<file path="src/rtl/uart_pkg.sv">
// Shared UART definitions: parity modes, receiver states and mid-bit sample offsets.
package uart_pkg;

  typedef enum logic [1:0] {
    PAR_NONE = 2'd0,
    PAR_EVEN = 2'd1,
    PAR_ODD  = 2'd2
  } parity_e;

  typedef enum logic [2:0] {
    IDLE       = 3'd0,
    START      = 3'd1,
    DATA       = 3'd2,
    PARITY     = 3'd3,
    STOP       = 3'd4,
    BREAK_WAIT = 3'd5
  } rx_state_e;

  // Majority samples sit at OVERSAMPLE/2 + offset (ticks 7, 8, 9 at 16x).
  localparam int MAJ_OFS_A = -1;
  localparam int MAJ_OFS_B = 0;
  localparam int MAJ_OFS_C = 1;

  function automatic parity_e decode_parity(input logic [1:0] code);
    case (code)
      2'd1:    return PAR_EVEN;
      2'd2:    return PAR_ODD;
      default: return PAR_NONE;
    endcase
  endfunction

  function automatic logic [3:0] clamp_bits(input logic [3:0] bits, input int max_bits);
    if (int'(bits) < 5)             return 4'd5;
    else if (int'(bits) > max_bits) return 4'(max_bits);
    else                            return bits;
  endfunction

endpackage

</file>
<file path="src/rtl/CDCSynchron.sv">
// Two-flop synchroniser for a single asynchronous level.
module CDCSynchron #(
  parameter logic RESET_VAL = 1'b0
) (
  input  logic sourceClk,
  input  logic reset,
  input  logic d,
  output logic q
);

  logic meta;

  always_ff @(posedge sourceClk or negedge reset) begin
    if (!reset) begin
      meta <= RESET_VAL;
      q    <= RESET_VAL;
    end else begin
      meta <= d;
      q    <= meta;
    end
  end

endmodule

</file>
<file path="src/rtl/uart_baud_tick.sv">
// Oversample tick generator: down-counter reloading from div, tick on zero, restartable.
module uart_baud_tick #(
  parameter int DIV_WIDTH = 16
) (
  input  logic                 sourceClk,
  input  logic                 reset,
  input  logic                 restart,
  input  logic [DIV_WIDTH-1:0] div,
  output logic                 tick
);

  logic [DIV_WIDTH-1:0] count;

  always_ff @(posedge sourceClk or negedge reset) begin
    if (!reset)                        count <= '0;
    else if (restart || count == '0)   count <= div;
    else                               count <= count - 1'b1;
  end

  // A restart cycle is phase 0: the first tick follows div+1 clocks later.
  assign tick = (count == '0) && !restart;

endmodule

</file>
<file path="src/rtl/uart_rx_cfg.sv">
// Configurable 16x-oversampling UART receiver with error flags, break detect and valid/ready output.
//   state      | meaning
//   IDLE       | line idle, waiting for a falling edge
//   START      | qualifying start bit by mid-bit majority
//   DATA       | sampling data bits LSB first
//   PARITY     | sampling the parity bit
//   STOP       | sampling one or two stop bits; frame ends at last stop mid-point
//   BREAK_WAIT | all-zero frame seen; waiting for one full high bit time
module uart_rx_cfg
  import uart_pkg::*;
#(
  parameter int MAX_DATA_BITS = 9,
  parameter int DIV_WIDTH     = 16,
  parameter int OVERSAMPLE    = 16
) (
  input  logic                     sourceClk,
  input  logic                     reset,
  input  logic                     rx_in,
  input  logic [DIV_WIDTH-1:0]     baud_div,
  input  logic [3:0]               cfg_data_bits,
  input  logic [1:0]               cfg_parity,
  input  logic                     cfg_stop2,
  output logic [MAX_DATA_BITS-1:0] rx_data,
  output logic                     rx_valid,
  input  logic                     rx_ready,
  output logic                     parity_err,
  output logic                     frame_err,
  output logic                     overrun_err,
  output logic                     break_det
);

  localparam int SW = $clog2(OVERSAMPLE);
  localparam logic [SW-1:0] TICK_A   = SW'(OVERSAMPLE / 2 + MAJ_OFS_A);
  localparam logic [SW-1:0] TICK_B   = SW'(OVERSAMPLE / 2 + MAJ_OFS_B);
  localparam logic [SW-1:0] TICK_C   = SW'(OVERSAMPLE / 2 + MAJ_OFS_C);
  localparam logic [SW-1:0] TICK_END = SW'(OVERSAMPLE - 1);

  rx_state_e                state, state_d;
  logic                     rx_s, rx_prev, fall, tick, restart;
  logic [DIV_WIDTH-1:0]     div_q, div_d, tick_div;
  logic [SW-1:0]            scnt, scnt_d;
  logic [3:0]               bitcnt, bitcnt_d, nbits, nbits_d;
  parity_e                  par_mode, par_mode_d;
  logic                     stop2, stop2_d, stop_idx, stop_idx_d;
  logic                     s_a, s_a_d, s_b, s_b_d, maj;
  logic                     at_a, at_b, at_c, at_end;
  logic [MAX_DATA_BITS-1:0] shreg, shreg_d;
  logic                     par_bit, par_bit_d, ferr, ferr_d, ones, ones_d;
  logic                     done_d, done_q, brk_d, par_calc;

  CDCSynchron #(.RESET_VAL(1'b1)) u_sync (
    .sourceClk (sourceClk),
    .reset     (reset),
    .d         (rx_in),
    .q         (rx_s)
  );

  // Live divisor while idle so the restart at the start edge uses the new value.
  assign tick_div = (state == IDLE) ? baud_div : div_q;

  uart_baud_tick #(.DIV_WIDTH(DIV_WIDTH)) u_tick (
    .sourceClk (sourceClk),
    .reset     (reset),
    .restart   (restart),
    .div       (tick_div),
    .tick      (tick)
  );

  assign fall   = rx_prev & ~rx_s;
  assign at_a   = tick && (scnt == TICK_A);
  assign at_b   = tick && (scnt == TICK_B);
  assign at_c   = tick && (scnt == TICK_C);
  assign at_end = tick && (scnt == TICK_END);
  assign maj    = (s_a & s_b) | (s_a & rx_s) | (s_b & rx_s);

  always_comb begin
    state_d    = state;
    scnt_d     = tick ? scnt + 1'b1 : scnt;
    bitcnt_d   = bitcnt;
    nbits_d    = nbits;
    par_mode_d = par_mode;
    stop2_d    = stop2;
    stop_idx_d = stop_idx;
    div_d      = div_q;
    s_a_d      = at_a ? rx_s : s_a;
    s_b_d      = at_b ? rx_s : s_b;
    shreg_d    = shreg;
    par_bit_d  = par_bit;
    ferr_d     = ferr;
    ones_d     = ones;
    restart    = 1'b0;
    done_d     = 1'b0;
    brk_d      = 1'b0;
    case (state)
      IDLE: begin
        if (fall) begin
          state_d    = START;
          restart    = 1'b1;
          scnt_d     = '0;
          bitcnt_d   = '0;
          stop_idx_d = 1'b0;
          shreg_d    = '0;
          par_bit_d  = 1'b0;
          ferr_d     = 1'b0;
          ones_d     = 1'b0;
          nbits_d    = clamp_bits(cfg_data_bits, MAX_DATA_BITS);
          par_mode_d = decode_parity(cfg_parity);
          stop2_d    = cfg_stop2;
          div_d      = baud_div;
        end
      end
      START: begin
        if (at_c && maj)  state_d = IDLE;
        else if (at_end)  state_d = DATA;
      end
      DATA: begin
        if (at_c) begin
          shreg_d = shreg | (MAX_DATA_BITS'(maj) << bitcnt);
          ones_d  = ones | maj;
        end
        if (at_end) begin
          if (bitcnt == nbits - 4'd1) state_d = (par_mode == PAR_NONE) ? STOP : PARITY;
          else                        bitcnt_d = bitcnt + 4'd1;
        end
      end
      PARITY: begin
        if (at_c) begin
          par_bit_d = maj;
          ones_d    = ones | maj;
        end
        if (at_end) state_d = STOP;
      end
      STOP: begin
        if (at_c) begin
          ferr_d = ferr | ~maj;
          if (!stop2 || stop_idx) begin
            if (ones | maj) begin
              state_d = IDLE;
              done_d  = 1'b1;
            end else begin
              state_d = BREAK_WAIT;
              brk_d   = 1'b1;
              scnt_d  = '0;
            end
          end
        end else if (at_end) begin
          stop_idx_d = 1'b1;
        end
      end
      BREAK_WAIT: begin
        // scnt counts consecutive high ticks; any low sample restarts the bit time.
        if (tick) begin
          if (!rx_s)                  scnt_d  = '0;
          else if (scnt == TICK_END)  state_d = IDLE;
        end
      end
      default: state_d = IDLE;
    endcase
  end

  always_ff @(posedge sourceClk or negedge reset) begin
    if (!reset) begin
      state    <= IDLE;
      rx_prev  <= 1'b1;
      scnt     <= '0;
      bitcnt   <= '0;
      nbits    <= 4'd8;
      par_mode <= PAR_NONE;
      stop2    <= 1'b0;
      stop_idx <= 1'b0;
      div_q    <= '0;
      s_a      <= 1'b1;
      s_b      <= 1'b1;
      shreg    <= '0;
      par_bit  <= 1'b0;
      ferr     <= 1'b0;
      ones     <= 1'b0;
      done_q   <= 1'b0;
    end else begin
      state    <= state_d;
      rx_prev  <= rx_s;
      scnt     <= scnt_d;
      bitcnt   <= bitcnt_d;
      nbits    <= nbits_d;
      par_mode <= par_mode_d;
      stop2    <= stop2_d;
      stop_idx <= stop_idx_d;
      div_q    <= div_d;
      s_a      <= s_a_d;
      s_b      <= s_b_d;
      shreg    <= shreg_d;
      par_bit  <= par_bit_d;
      ferr     <= ferr_d;
      ones     <= ones_d;
      done_q   <= done_d;
    end
  end

  assign par_calc = (par_mode != PAR_NONE) &&
                    ((^shreg ^ par_bit) != (par_mode == PAR_ODD));

  always_ff @(posedge sourceClk or negedge reset) begin
    if (!reset) begin
      rx_data     <= '0;
      rx_valid    <= 1'b0;
      parity_err  <= 1'b0;
      frame_err   <= 1'b0;
      overrun_err <= 1'b0;
      break_det   <= 1'b0;
    end else begin
      break_det <= brk_d;
      if (done_q) begin
        // A same-cycle handshake frees the slot, so the new word is taken without overrun.
        if (!rx_valid || rx_ready) begin
          rx_data     <= shreg;
          parity_err  <= par_calc;
          frame_err   <= ferr;
          rx_valid    <= 1'b1;
          overrun_err <= 1'b0;
        end else begin
          overrun_err <= 1'b1;
        end
      end else if (rx_valid && rx_ready) begin
        rx_valid    <= 1'b0;
        parity_err  <= 1'b0;
        frame_err   <= 1'b0;
        overrun_err <= 1'b0;
      end
    end
  end

endmodule

</file>
<file path="config.mk">
export PLATFORM = sky130hd
export DESIGN_NAME = uart_rx_cfg
export DESIGN_NICKNAME = d
export VERILOG_FILES = /design/src/rtl/uart_pkg.sv /design/src/rtl/CDCSynchron.sv /design/src/rtl/uart_baud_tick.sv /design/src/rtl/uart_rx_cfg.sv
export SDC_FILE = /design/constraint.sdc
export NUM_CORES = 1
export LEC_CHECK = 0
export BUFFER_PORTS_ARGS = -buffer_cell sky130_fd_sc_hd__buf_2
export CAP_MARGIN = 15
export CORE_MARGIN = 4
export CORE_UTILIZATION = 45
export CTS_CLUSTER_DIAMETER = 30
export CTS_CLUSTER_SIZE = 40
export DETAILED_ROUTE_END_ITERATION = 10
export SYNTH_ARGS = -nofsm -noshare
export SYNTH_HDL_FRONTEND = slang
export SYNTH_HIERARCHICAL = 1
export SYNTH_SLANG_ARGS = --single-unit
</file>
<file path="constraint.sdc">
create_clock -name sourceClk -period 6.7 [get_ports sourceClk]
set_clock_uncertainty 0.2 [all_clocks]
set_input_delay 1.005 -clock sourceClk [delete_from_list [all_inputs] [get_ports sourceClk]]
set_output_delay 1.005 -clock sourceClk [all_outputs]
set_load 0.1 [all_outputs]
</file>
==> parameters.txt, run 1 <==
Parameter                              Value

Final layout
  Final design area excluding fillers    4840 um^2
  Number of inserted filler cells in the final layout    879
  Growth of design area from synthesis to finish    11.0%
  Fin nets    535
  Final core utilization    51.9%
  Highest-count cells in the layout ignoring fill and taps    nand2_1, dfrtp_1, nor2_1
  Diodes inserted    0
  Fraction of layout instances using a drive strength above 1    20.5%
  Most common cell after layout, fill and taps aside    nand2_1

Clock network
  Clock Root Buffer    clkbuf_8
  TritonCTS clock tree    done
  Cts repair resizes    0
  Insertion delay to the later sink of the worst-skew pair    0.34 ns
  Number of buffers inserted to repair setup after CTS    0
  TritonCTS sink count    83
  Clock transition at the registers of the reported paths    0.09 ns
  Hold buffer count at cts    0
  Number of clock buffers inserted by TritonCTS    9
  Clk buf depth    2
  Number of H-tree branching levels    3

GRT
  Pin count of the biggest net entering global routing    70
  Initial antenna violation count    0
  Remaining global-route overflow    0
  Gr usage total    17.1%
  Wire length of the first global-routing pass    15500 um
  Number of global-route vias before repair    3116

Critical path
  Register-to-register setup slack    3.03 ns
  Reg-to-Reg End    shreg[6]$_DFFE_PN0P_
  Setup crit start kind    flop
  Kind of critical path    flop to flop
  Crit path max-delay cell type    a221oi_1
  Cell mode on critical path    nor2_1
  Arr. time, crit path    3.74 ns
  Cell Chain, Critical Path    inv_1 -> ha_1 -> nor3b_2 -> and2_1 -> nand2_1 -> nor2_1 -> nand4b_1 -> a221oi_1 -> and3_1 -> a41oi_1 -> nor2_1
  Source of the critical timing path    u_tick/count[0]$_DFF_PN0_
  Slowest cell delay on critical path    0.56 ns
  Start of the worst register-to-register path    u_tick/count[0]$_DFF_PN0_
  End point of the critical path    shreg[6]$_DFFE_PN0P_
  Stages on the worst setup path    11
  Delay-heaviest family, CP    simple AND/OR/NAND/NOR gates
  Highest fanout seen on the critical path    10
  Number of cells on the worst reg-to-reg path    11
  Required arrival time at the worst endpoint    6.77 ns
  Number of buffer and inverter stages on the critical path    1
  Worst Setup End Kind    flop

STA
  Total Neg Setup Slack    0 ns
  Endpoints failing hold    0
  Worst Max-Slew Pin Slew    0.868 ns
  RSZ-0062 raised after global routing    false
  Final number of max-transition violations    0
  Setup slack of the critical path after layout    3.03 ns
  Timing-limited maximum frequency    273 MHz
  Number of setup violations in the final report    0
  Period minus WS final    3.67 ns
  Final worst-path cycle share    54.7%
  Slew headroom    42.1%

Power and ir drop
  VDD IR max    0.169 mV
  P per Cell Area    344 nW/um^2
  Leak pwr    2.28 nW

Floorplan
  Effective utilization at floorplan    46.8%
  Die Span X    106 um
  Die boundary height    106 um
  Site Rows    35
  Number of primary I/O pins    41
  Area of the die    11300 um^2
  Area inside the core boundary    9330 um^2

Synth
  Count of flip-flops with a built-in enable after synthesis    0
  Post-synthesis net count    502
  Main synth FF type    dfrtp_1
  Compound-cell area share of the yosys netlist    9.93%
  Part of the Yosys area used for sequential elements    47.8%
  Count of distinct cell types in the synthesized netlist    64
  Synthesized area per cell    9.30 um^2
  Ys Warns    6
  Share of cell area taken by muxes after synthesis    4.79%
  Synthesized-area fraction occupied by and/or/nand/nor cells    25.1%
  Number of register bits inferred by synthesis    83
  FFs w/ async S/R, synth    100%
  Synthesized-area fraction occupied by xor and xnor cells    6.25%
  Largest family of logic cells by synthesized area    simple AND/OR/NAND/NOR gates
  Mapped cell area    4360 um^2
  Adder and majority cell fraction of the synthesized area    1.95%
  Cell count after synthesis    469

Placed design
  Minimum setup slack after placement    3.08 ns
  Post-place instance area    4640 um^2
  Number of input and output port buffers inserted    40
  Placed wire-length estimate    6330 um
  Placer's final routability congestion estimate    0.877

Hold path
  Worst Hold Path Cells    0
  Type of the tightest min-delay check    flop to flop

Outcome
  Status    completed

Job
  Max capacitance violation total    0

Routing
  Final WL    8910 um
  Post-route DRC    0
  Post-route antenna net violation count    0
  Vias/cell    5.11
  Number of iterations in the first detailed-routing pass    4
  Total number of vias    3251
  Average wire length per cell after detail routing    14.0 um
  Initial DRC count    122
-- registers in the layout, summed over array words and instances (netlist names), 2 cells and up --
name,count
shreg,9
nbits,4
bitcnt,4
u_tick/count,16
scnt,4
rx_data,9
par_mode,2
div_q,16
state,3
-- worst register-to-register path, stage by stage, from the launching register on --
cell and delay (ns):
dfrtp_1 0.42, inv_1 0.08, ha_1 0.18, nor3b_2 0.31
and2_1 0.31, nand2_1 0.13, nor2_1 0.54, nand4b_1 0.33
a221oi_1 0.56, and3_1 0.30, a41oi_1 0.13, nor2_1 0.11
-- through the flow --
| step | std cells | hold slack, ns | power, mW |
|---|---|---|---|
| after floorplan | 469 | 0.145 | 1.18 |
| after global placement | 620 | 0.146 | 1.30 |
| after detailed placement | 620 | 0.155 | 1.31 |
| after CTS | 636 | 0.167 | 1.68 |
| after global routing | 636 | 0.170 | 1.80 |
| final | 636 | 0.163 | 1.66 |
-- cells by family (layout without fill, tap and decap cells) --
| kind of cell | Yosys count | after routing |
|---|---|---|
| xor gates and xnor gates | 28 | 28 |
| and+or+nand+nor | 236 | 236 |
| buffers and inverters | 38 | 76 |
| muxes | 19 | 19 |
| adders and majority gates | 7 | 7 |
| AOI/OAI and AO/OA | 58 | 58 |
| DFF | 83 | 83 |
-- cell type report --
type | instances | area [um^2] | share of cell area (%)
Tap cell | 129 | 161 | 3.33
Timing Repair Buffer | 45 | 240 | 4.96
Inverter | 15 | 56.3 | 1.16
Clock inverter | 6 | 63.8 | 1.32
Sequential cell | 83 | 2080 | 43.0
Clock buffer | 10 | 138 | 2.84
Multi-Input combinational cell | 348 | 2100 | 43.3
-- power by group --
group | switching (mW) | leakage, nW | internal [mW]
Clock | 0.185 | 0.0987 | 0.183
Combinational | 0.310 | 1.15 | 0.229
Sequential | 0.130 | 1.04 | 0.627
Total | 0.625 | 2.28 | 1.04
-- worst min path at each step --
stage	start	to	slack (ns)
3_5_place_dp	u_sync/meta$_DFF_PN1_	u_sync/q$_DFF_PN1_	0.15
4_1_cts	u_sync/meta$_DFF_PN1_	u_sync/q$_DFF_PN1_	0.17
3_3_place_gp	u_sync/meta$_DFF_PN1_	u_sync/q$_DFF_PN1_	0.15
5_1_grt	u_sync/meta$_DFF_PN1_	u_sync/q$_DFF_PN1_	0.17
6_report	u_sync/meta$_DFF_PN1_	u_sync/q$_DFF_PN1_	0.16
2_1_floorplan	u_sync/meta$_DFF_PN1_	u_sync/q$_DFF_PN1_	0.15
-- synth_stat cells, types with 3 or more instances --
master / count / share of area [%]
ha_1: 6 / 1.7
clkbuf_1: 8 / 0.69
o21ai_0: 8 / 0.92
a41oi_1: 3 / 0.60
nor2b_1: 4 / 0.57
xnor2_1: 16 / 3.2
buf_2: 8 / 0.92
a31oi_1: 4 / 0.57
dfstp_2: 6 / 3.6
nor2_1: 43 / 3.7
or4_1: 3 / 0.52
nor3_1: 9 / 1.0
inv_1: 14 / 1.2
o21a_1: 4 / 0.69
o41ai_1: 3 / 0.60
a21oi_2: 11 / 2.2
dfrtp_1: 77 / 44
xor2_1: 10 / 2.0
nand2_1: 132 / 11
mux2_2: 10 / 2.6
nand3_1: 9 / 1.0
mux2i_1: 7 / 1.6
buf_6: 3 / 0.77
nand3b_1: 4 / 0.69
a21oi_1: 11 / 1.3
nand4b_1: 4 / 0.80
nand2b_1: 4 / 0.57
-- per-layer routing --
metal,wire length (um),part of all wire [%],up-vias,track usage (%)
met3,321,3.6,7,2.55
met1,4470,50,1546,25.6
li1,-,-,1642,-
met4,97,1.1,0,5.30
met2,4020,45,56,25.6
met5,0,0,-,0
(Power assumes the default switching activity.)
==> run 2: changes to the inputs <==
--- a/config.mk
+++ b/config.mk
@@ -5,6 +5,7 @@
 export SDC_FILE = /design/constraint.sdc
 export NUM_CORES = 1
 export LEC_CHECK = 0
+export ABC_AREA = 1
 export BUFFER_PORTS_ARGS = -buffer_cell sky130_fd_sc_hd__buf_2
 export CAP_MARGIN = 15
 export CORE_MARGIN = 4
==> constraint.sdc (replaced) <==
create_clock -name sourceClk -period 3.4 [get_ports sourceClk]
set_clock_uncertainty 0.2 [all_clocks]
set_input_delay 0.51 -clock sourceClk [delete_from_list [all_inputs] [get_ports sourceClk]]
set_output_delay 0.51 -clock sourceClk [all_outputs]
set_load 0.1 [all_outputs]
==> run 2 against run 1 <==
  * Die area up 3.6%
  * First-iteration DRC count increased by 130%
  * Via count up 14%
  * Clock power rose by 93%
  * Power is 110% higher
  * Non-clock buffer count rose by 1
  * Largest power group unchanged
==> parameters.txt, run 2 <==
Parameter                              Value

Floorplan
  Area of the die    11700 um^2 (+3.6%)
  Die Span X    108 um (+1.8%)
  Number of primary I/O pins    41 (unchanged)
  Site Rows    36 (+2.9%)
  Die boundary height    108 um (+1.8%)
  Effective utilization at floorplan    46.4% (-0.40 points)
  Area inside the core boundary    9770 um^2 (+4.8%)

Critical path
  Start of the worst register-to-register path    u_tick/count[0]$_DFF_PN0_
  Highest fanout seen on the critical path    9 (-1)
  Source of the critical timing path    u_tick/count[0]$_DFF_PN0_
  Register-to-register setup slack    0.60 ns (-2.44 ns)
  Required arrival time at the worst endpoint    3.48 ns (-3.29 ns)
  Kind of critical path    flop to flop
  Worst Setup End Kind    flop
  Arr. time, crit path    2.89 ns (-0.85 ns)
  Reg-to-Reg End    shreg[6]$_DFFE_PN0P_
  Number of cells on the worst reg-to-reg path    13 (+2)
  Setup crit start kind    flop

STA
  Number of setup violations in the final report    0 (unchanged)
  Final number of max-transition violations    0 (unchanged)
  Endpoints failing hold    0 (unchanged)
  Setup slack of the critical path after layout    0.597 ns (-2.44 ns)
  Timing-limited maximum frequency    357 MHz (+31%)
  Period minus WS final    2.80 ns (-0.864 ns)
  Slew headroom    59.6% (+17 points)
  Final worst-path cycle share    82.4% (+28 points)
  Total Neg Setup Slack    0 ns (unchanged)
  Worst Max-Slew Pin Slew    0.606 ns (-0.262 ns)
  RSZ-0062 raised after global routing    false

Routing
  Post-route DRC    0 (unchanged)
  Average wire length per cell after detail routing    12.2 um (-13%)
  Initial DRC count    276 (+130%)
  Post-route antenna net violation count    0 (unchanged)
  Number of iterations in the first detailed-routing pass    5 (+1)
  Final WL    9510 um (+6.7%)
  Vias/cell    4.76 (-6.9%)
  Total number of vias    3698 (+14%)

Synth
  Main synth FF type    dfrtp_1
  Count of flip-flops with a built-in enable after synthesis    0 (unchanged)
  Synthesized-area fraction occupied by xor and xnor cells    3.09% (-3.2 points)
  Cell taking the most area after synthesis    dfrtp_1
  Most frequent cells after synthesis    nand2_1, dfrtp_1, inv_1, o21ai_0, nor2_1
  FFs w/ async S/R, synth    100% (unchanged)
  Part of the Yosys area used for sequential elements    46.0% (-1.8 points)
  Synthesized area per cell    7.59 um^2 (-18%)
  Ys Warns    6 (unchanged)
  Count of distinct cell types in the synthesized netlist    38 (-41%)
  Largest family of logic cells by synthesized area    simple AND/OR/NAND/NOR gates
  Synthesized-area fraction occupied by and/or/nand/nor cells    29.2% (+4.1 points)
  Adder and majority cell fraction of the synthesized area    1.66% (-0.29 points)
  Share of cell area taken by muxes after synthesis    0% (-4.8 points)
  Number of register bits inferred by synthesis    83 (unchanged)
  Yosys top cell area share    42.5% (-1.7 points)
  Largest cells by area after synthesis    dfrtp_1, nand2_1, inv_1
  Most repeated cell in the gate-level netlist after synthesis    nand2_1
  Post-synthesis net count    630 (+25%)
  Cell count after synthesis    597 (+27%)
  Mapped cell area    4530 um^2 (+3.9%)
  Compound-cell area share of the yosys netlist    11.4% (+1.4 points)

Outcome
  Status    completed

Clock network
  TritonCTS clock tree    done
  Clock Root Buffer    clkbuf_8
  Clk buf depth    2 (unchanged)
  Number of clock buffers inserted by TritonCTS    9 (unchanged)
  Insertion delay to the later sink of the worst-skew pair    0.36 ns (+0.02 ns)
  TritonCTS sink count    83 (unchanged)
  Number of H-tree branching levels    3 (unchanged)
  Number of buffers inserted to repair setup after CTS    0 (unchanged)
  Clock transition at the registers of the reported paths    0.08 ns (about the same)

Final layout
  Highest-count cells in the layout ignoring fill and taps    nand2_1, dfrtp_1, inv_1
  Diodes inserted    0 (unchanged)
  Most common cell after layout, fill and taps aside    nand2_1
  Growth of design area from synthesis to finish    11.8%
  Fin nets    672 (+26%)
  Fraction of layout instances using a drive strength above 1    14.9% (-5.6 points)
  Largest registers ranked by flip-flop count    div_q: 16 flops, u_tick/count: 16 flops

Power and ir drop
  Leak pwr    2.65 nW (+16%)
  P per Cell Area    693 nW/um^2 (+100%)
  VDD IR max    0.312 mV (+84%)

Hold path
  Worst Hold Path Cells    1 (+1)
  Worst hold endpoint    u_sync/meta$_DFF_PN1_
  Startpoint of the most critical hold path    rx_in
  Type of the tightest min-delay check    primary input to flop

GRT
  Wire length of the first global-routing pass    16600 um (+6.6%)
  Gr usage total    17.9% (+0.85 points)
  Initial antenna violation count    0 (unchanged)
  Number of global-route vias before repair    3588 (+15%)
  Pin count of the biggest net entering global routing    84 (+20%)
  Remaining global-route overflow    0 (unchanged)

Placed design
  Number of input and output port buffers inserted    40 (unchanged)
  Placed wire-length estimate    6930 um (+9.6%)
  Placer's final routability congestion estimate    0.906 (+3.2%)
  Minimum setup slack after placement    0.610 ns (-2.47 ns)

Job
  Max capacitance violation total    0 (unchanged)
run 2: changes by cell type after synthesis, moves of 9 or more:
cell,change
a21oi_2,-9
inv_1,+60
mux2_2,-10
nand2_1,+67
nand3_1,+19
o21ai_0,+43
run 2: cells by family (layout without fill, tap and decap cells):
logic type | after synthesis | count (layout)
AND/OR/NAND/NOR | 309 | 309
buffers and inverters | 94 | 141
adder cells (fa/ha/maj) | 6 | 6
AO/OA/AOI/OAI | 89 | 89
XOR/XNOR | 16 | 16
flip-flops | 83 | 83
run 2: worst max-delay path by stage:
stage                      endpoint  slack [ns]
2_1_floorplan  state[2]$_DFFE_PN0P_        0.93
3_3_place_gp   state[2]$_DFFE_PN0P_        0.70
3_5_place_dp   state[2]$_DFFE_PN0P_        0.61
4_1_cts        state[2]$_DFFE_PN0P_        0.58
5_1_grt        shreg[6]$_DFFE_PN0P_        0.30
6_report       shreg[6]$_DFFE_PN0P_        0.60
run 2: cell type report:
type                    count  area, um^2
fillers                   982        4710
flip-flops and latches     83        2080
multi-input cells         420        2050
inverters                  79         297
repair buffers             46         270
well taps                 133         166
clock buffers              11         141
clock inverters             5        53.8
run 2: metrics by stage:
stage,std cells,util (%),area (um^2),power (mW),hold WS [ns]
after global routing,777,51.8,5060,3.84,0.00784
after detailed placement,759,49.4,4830,2.81,0.149
after floorplan,597,-,4530,2.52,0.0144
after global placement,759,49.4,4830,2.78,0.147
after CTS,775,51.4,5030,3.54,0.0177
final,777,51.8,5060,3.51,0.0400
run 2: per-layer routing:
layer	vias to the layer above	global-route usage, %	routed length [um]
met4	0	6.40	136
met1	1662	25.2	5000
met5	-	0	0
li1	1965	-	-
met3	9	4.36	400
met2	62	27.1	3970
run 2: critical path: stages (launching register included):
cell and delay, ns:
dfrtp_1 0.41, inv_1 0.12, ha_1 0.26, nand2_2 0.13, nor2_4 0.20, nand2_4 0.08, nor2_1 0.11, buf_4 0.18
nand2_1 0.08, o21ai_1 0.24, nand2_1 0.10, a21oi_2 0.31, nand4_1 0.15, a21oi_1 0.14
run 2: power breakdown:
group          leakage, nW  switching, mW  internal (mW)
combinational         1.53          0.870          0.484
clock                0.103          0.352          0.357
sequential            1.02          0.191           1.25
run 2: what timing repair did:
action | in CTS | in global routing
gates resized for setup | 0 | 0
hold endpoints to repair | 0 | 18
hold buffers | 0 | 1
